[src/rtl/onehot_step_decoder.sv]
// onehot_step_decoder: registered N-to-2^N one-hot decoder over an internal
// index. The index can be loaded from a binary select, or stepped up or down
// with wrap at LIMIT. All outputs come straight from flops, so the one-hot
// strobe never glitches and no input reaches an output combinationally.
//
// There is no handshake: every input is sampled on each rising edge, and
// every output reflects that sample one edge later.
module onehot_step_decoder #(
    parameter int N     = 2,
    parameter int LIMIT = (1 << N) - 1
) (
    input  logic                clk,
    input  logic                rst_n,
    input  logic                en,
    input  logic                load,
    input  logic                step,
    input  logic                dir,
    input  logic [N-1:0]        select,
    output logic [(1<<N)-1:0]   decoded_op,
    output logic [N-1:0]        index,
    output logic                wrap,
    output logic                err
);

    localparam int              W       = 1 << N;
    localparam logic [N-1:0]    LIMIT_V = N'(LIMIT);
    localparam logic [N-1:0]    ONE     = N'(1);
    localparam logic [W-1:0]    ONE_HOT = W'(1);

    logic [N-1:0] index_q, index_d;
    logic [W-1:0] decoded_q, decoded_d;
    logic         wrap_q, wrap_d;
    logic         err_q, err_d;

    // Next index: load beats step, step beats hold. Wrap is decided against
    // LIMIT, not by natural overflow, so a short index range wraps correctly.
    always_comb begin
        index_d = index_q;
        wrap_d  = 1'b0;
        err_d   = 1'b0;
        if (load) begin
            if (select > LIMIT_V) begin
                err_d = 1'b1;
            end else begin
                index_d = select;
            end
        end else if (step) begin
            if (!dir) begin
                if (index_q == LIMIT_V) begin
                    index_d = '0;
                    wrap_d  = 1'b1;
                end else begin
                    index_d = index_q + ONE;
                end
            end else begin
                if (index_q == '0) begin
                    index_d = LIMIT_V;
                    wrap_d  = 1'b1;
                end else begin
                    index_d = index_q - ONE;
                end
            end
        end
        // Decode from the index being written this edge, so index and
        // decoded_op always agree.
        decoded_d = en ? (ONE_HOT << index_d) : '0;
    end

    // State and output registers; async reset clears everything at once.
    always_ff @(posedge clk or negedge rst_n) begin
        if (!rst_n) begin
            index_q   <= '0;
            decoded_q <= '0;
            wrap_q    <= 1'b0;
            err_q     <= 1'b0;
        end else begin
            index_q   <= index_d;
            decoded_q <= decoded_d;
            wrap_q    <= wrap_d;
            err_q     <= err_d;
        end
    end

    assign decoded_op = decoded_q;
    assign index      = index_q;
    assign wrap       = wrap_q;
    assign err        = err_q;

endmodule

[config.mk]
export PLATFORM = sky130hd
export DESIGN_NAME = onehot_step_decoder
export DESIGN_NICKNAME = d
export VERILOG_FILES = /design/src/rtl/onehot_step_decoder.sv
export SDC_FILE = /design/constraint.sdc
export NUM_CORES = 1
export LEC_CHECK = 0
export ABC_CLOCK_PERIOD_IN_PS = 4300
export CAP_MARGIN = 5
export CORE_AREA = 2 2 39 41
export DETAILED_ROUTE_END_ITERATION = 7
export DIE_AREA = 0 0 41 43
export PLACE_DENSITY = 0.62
export SKIP_CTS_REPAIR_TIMING = 1
export SLEW_MARGIN = 15
export SYNTH_ARGS = -nofsm -noshare
export SYNTH_HDL_FRONTEND = slang
export SYNTH_SLANG_ARGS = --single-unit
[constraint.sdc]
create_clock -name clk -period 4.3 [get_ports clk]
set_clock_uncertainty 0.1 [all_clocks]
set_input_delay 0.86 -clock clk [delete_from_list [all_inputs] [get_ports clk]]
set_output_delay 0.86 -clock clk [all_outputs]
set_load 0.005 [all_outputs]
# == Word-level counts from Yosys, hierarchy flattened ==
# Index checks and enable logic that the tools add are counted.
# W data, S select, Z words.
# word_totals
in_bits,8
wordCells,24
regBits,8
out_inout_bits,8
# classes
muxes,14
add_sub_neg,2
reduce_logical,1
n_eq_ne,1
n_shift,1
n_lt_le_gt_ge,1
# ops
cell,n
$mux W2,6
$mux W1,7
$mux W4,1
$shl A1 B2 Y4 const A,1
$add A2 B1 Y2 const B,1
$eq A2 B2 Y1 const B,1
$gt A2 B2 Y1 const B,1
$logic_not A2 Y1,1
$sub A2 B1 Y2 const B,1

# == Longest topological paths before layout ==
# logic_depth
depth_word,7
mapped_depth,5
ltp_nobuf,5

# == Worst setup path after synthesis ==
# Ideal clock, no wire load.
# synth_path
path_kind,in2reg
from,input port step
to,"register decoded_q[1], in the netlist decoded_op[1]"
path_stages,3
setup_time_ns,0.121
required_time_ns,4.079
arrival_ns,1.734
setup_slack_ns,2.345
path_buffers,0
cell_sequence,mux2_4 -> a2111o_1 -> and4_2
# synth_via
elab_chain_len,4
# synth_lines
item,line_no,source
"start, declared",16,"input logic step,"
$mux W2,47,end else if (step) begin
$mux W2,41,if (load) begin
$shl A1 B2 Y4,66,decoded_d = en ? (ONE_HOT << index_d) : '0;
$mux W4,66,
named net decoded_d[1],31,"logic [W-1:0] decoded_q, decoded_d;"
"end signal, assigned",78,decoded_q <= decoded_d;
"end, declared",31,
# The timed path passes the listed nets, and every way through them passes these cells.

# == Worst setup path after layout ==
# Same ends and word-level chain as after synthesis.

==> metrics <==
Ys Warns 0; r2r setup slk approximately 2.4 ns; CP startpoint step; min Tclk post-route 2.24 ns; mux cell area share after synthesis 0.0649; CP Launch Type primary input; Num CTS Buffers 3; Critical Path Fanout Max 5; via count a little over 300; WL final 813 um; Final Slew Violations 0; Final Cycle Share 0.521; final std cells w/o fill 66; clock transition at the registers of the reported paths approximately 0.06 ns; overall power between 150 and 200 uW; CTS Sinks 7; Crit path largest cell delay 0.47 ns; TritonCTS clock tree yes; initial drt markers 5; Initial Util 0.278; Synth Area in Compound Gates 0.153; core area 1380 um2; final setup violation count 0; Cells after DPL 62; Port Buf Inserts 14; pin count of the biggest net entering global routing 8; Max-cap violations 0; Hold Path Class reg -> reg; gr usage total 0.125; filler instances ~130; crit path kind in -> reg; worst-case vdd ir drop around 0.00011 V; Slowest-stage cell, CP clkdlybuf4s50_1; FF-to-FF Start index[0]; Hold Slack 0.706 ns; register area share after synthesis 0.455; vias in the first global route between 300 and 400; Clk Latency, worst-skew pair between 0.2 and 0.3 ns; Mapped Area a little under 400 um2; Fmax ~0.45 GHz; Post-DP HPWL between 600 and 700 um; status complete, no violations; reg-to-reg endpoint decoded_op[1]; Final Cell Area approximately 560 um2; nets@finish roughly 60; Max Buffers Root-to-Sink 2; post-synthesis xor/xnor area fraction 0.0227; hold depth 3; Cell Chain, Critical Path clkdlybuf4s50_1, mux2_4, a2111o_1, and4_2; cells after synthesis 33; Yosys cell types 19; R2R depth 5; Area Growth Syn to Fin 46.4%; syn_nets 43; storage element area roughly 180 um2; DR WL/cell 12.3 um; Lkg Pwr 0.000262 uW; Syn Area/Cell approximately 12 um2; 1st-pass router iterations 4; Clock Tree Root clkbuf_4; #FFs+latches synth 7; global-route wire length before repair 1470 um; Fin Setup TNS 0 ns; largest family of logic cells by synthesized area simple AND/OR/NAND/NOR gates; gpl congestion about 0.7; # DRC 0; power per cell area ~340 nW/um2; DP Area about 540 um2; die area around 1800 um2; final hold vios 0; # rows 14; fraction of layout cells with a size suffix above 1 0.160; DRT antenna net count 0; I/O pin cnt 16; RSZ-0062 raised after global routing no; n_diodes 0; H-tree Lvls 1; antenna violations before repair 0; CP required ~4.3 ns; Min-Delay Endpoint wrap; multi-input logic area roughly 180 um2; remaining global-route overflow 0; die height around 43 um; crit path capture type register; post-synthesis adder-cell area fraction 0.0649; min-delay src index[1]; area fraction in and, or, nand and nor cells after synthesis 0.162; Die Span X just over 40 um; CP Data Arrival Time 2.27 ns; via/cell ratio between 4 and 5
==> state kept, by name (all words and copies together), names as in the netlist <==
signal      cells
index           2
wrap            1
decoded_op      4
==> cells by family after synthesis <==
family                     after synthesis
AOI/OAI and AO/OA                        5
and+or+nand+nor                          9
muxes                                    2
buffers and inverters                    6
other                                    1
xor gates and xnor gates                 1
adders and majority gates                2
DFF                                      7
==> metrics by stage <==
stage          utilization  setup slack (ns)
5_1_grt              0.408              1.99
6_report             0.408              2.06
4_1_cts              0.408              2.07
3_3_place_gp         0.389              1.83
3_5_place_dp         0.389              1.81
2_1_floorplan            -              2.34
==> worst max-delay path by stage <==
stage,to,cells past startpoint
2_1_floorplan,decoded_op[1],3
3_5_place_dp,decoded_op[1],4
5_1_grt,decoded_op[2],4
4_1_cts,decoded_op[2],4
6_report,decoded_op[1],4
3_3_place_gp,decoded_op[1],4
==> critical path: cells and delay by family <==
family	cells	cell delay, ns
muxes	1	0.30
and+or+nand+nor	1	0.21
buffers and inverters	1	0.47
AOI/OAI and AO/OA	1	0.42
==> where the power goes <==
group	switching, uW	internal [uW]
logic	21.4	30.2
clock network	25.7	35.5
registers	4.55	71.9
==> cell usage after synthesis, drive strengths merged <==
library cell / count / share of area
and4: 1 / 0.026
dfrtp: 7 / 0.45
nor4: 1 / 0.016
ha: 2 / 0.065
mux2: 1 / 0.039
nor2: 1 / 0.0097
inv: 5 / 0.049
conb: 1 / 0.0097
and2b: 1 / 0.023
a221oi: 1 / 0.039
xor2: 1 / 0.023
a2111oi: 1 / 0.039
mux2i: 1 / 0.026
nor3b: 2 / 0.039
buf: 1 / 0.019
nor2b: 3 / 0.049
o211a: 1 / 0.026
a211oi: 1 / 0.019
a2111o: 1 / 0.029
==> metal layers <==
layer,share of wire,GRT usage,vias to the layer above
met3,0.058,0.0471,2
li1,-,-,148
met1,0.44,0.159,141
met4,0.0074,0.0400,0
met5,0,0,-
met2,0.50,0.188,11
==> layout by cell type, fill, tap and decap left out <==
cell type / Yosys / routed
nor2_1: 1 / 1
ha_1: 2 / 2
conb_1: 1 / 1
a2111o_1: 1 / 1
a221oi_2: 1 / 1
xor2_1: 1 / 1
nor2b_1: 3 / 3
and4_2: 1 / 1
clkdlybuf4s50_1: 0 / 14
and2b_2: 1 / 1
a211oi_1: 1 / 1
a2111oi_2: 1 / 1
inv_1: 5 / 5
dfrtp_1: 7 / 7
mux2_4: 1 / 1
nor4_1: 1 / 1
o211a_1: 1 / 1
clkbuf_4: 0 / 3
nor3b_1: 2 / 2
clkbuf_1: 0 / 1
mux2i_1: 1 / 1
==> final cells by class <==
class,count,share of cell area
Timing Repair Buffer,14,0.248
Sequential cell,7,0.310
Inverter,5,0.0333
Multi-Input combinational cell,20,0.326
Tap cell,16,0.0355
Clock buffer,4,0.0466
Note: power is estimated with default switching activity, not from simulation.
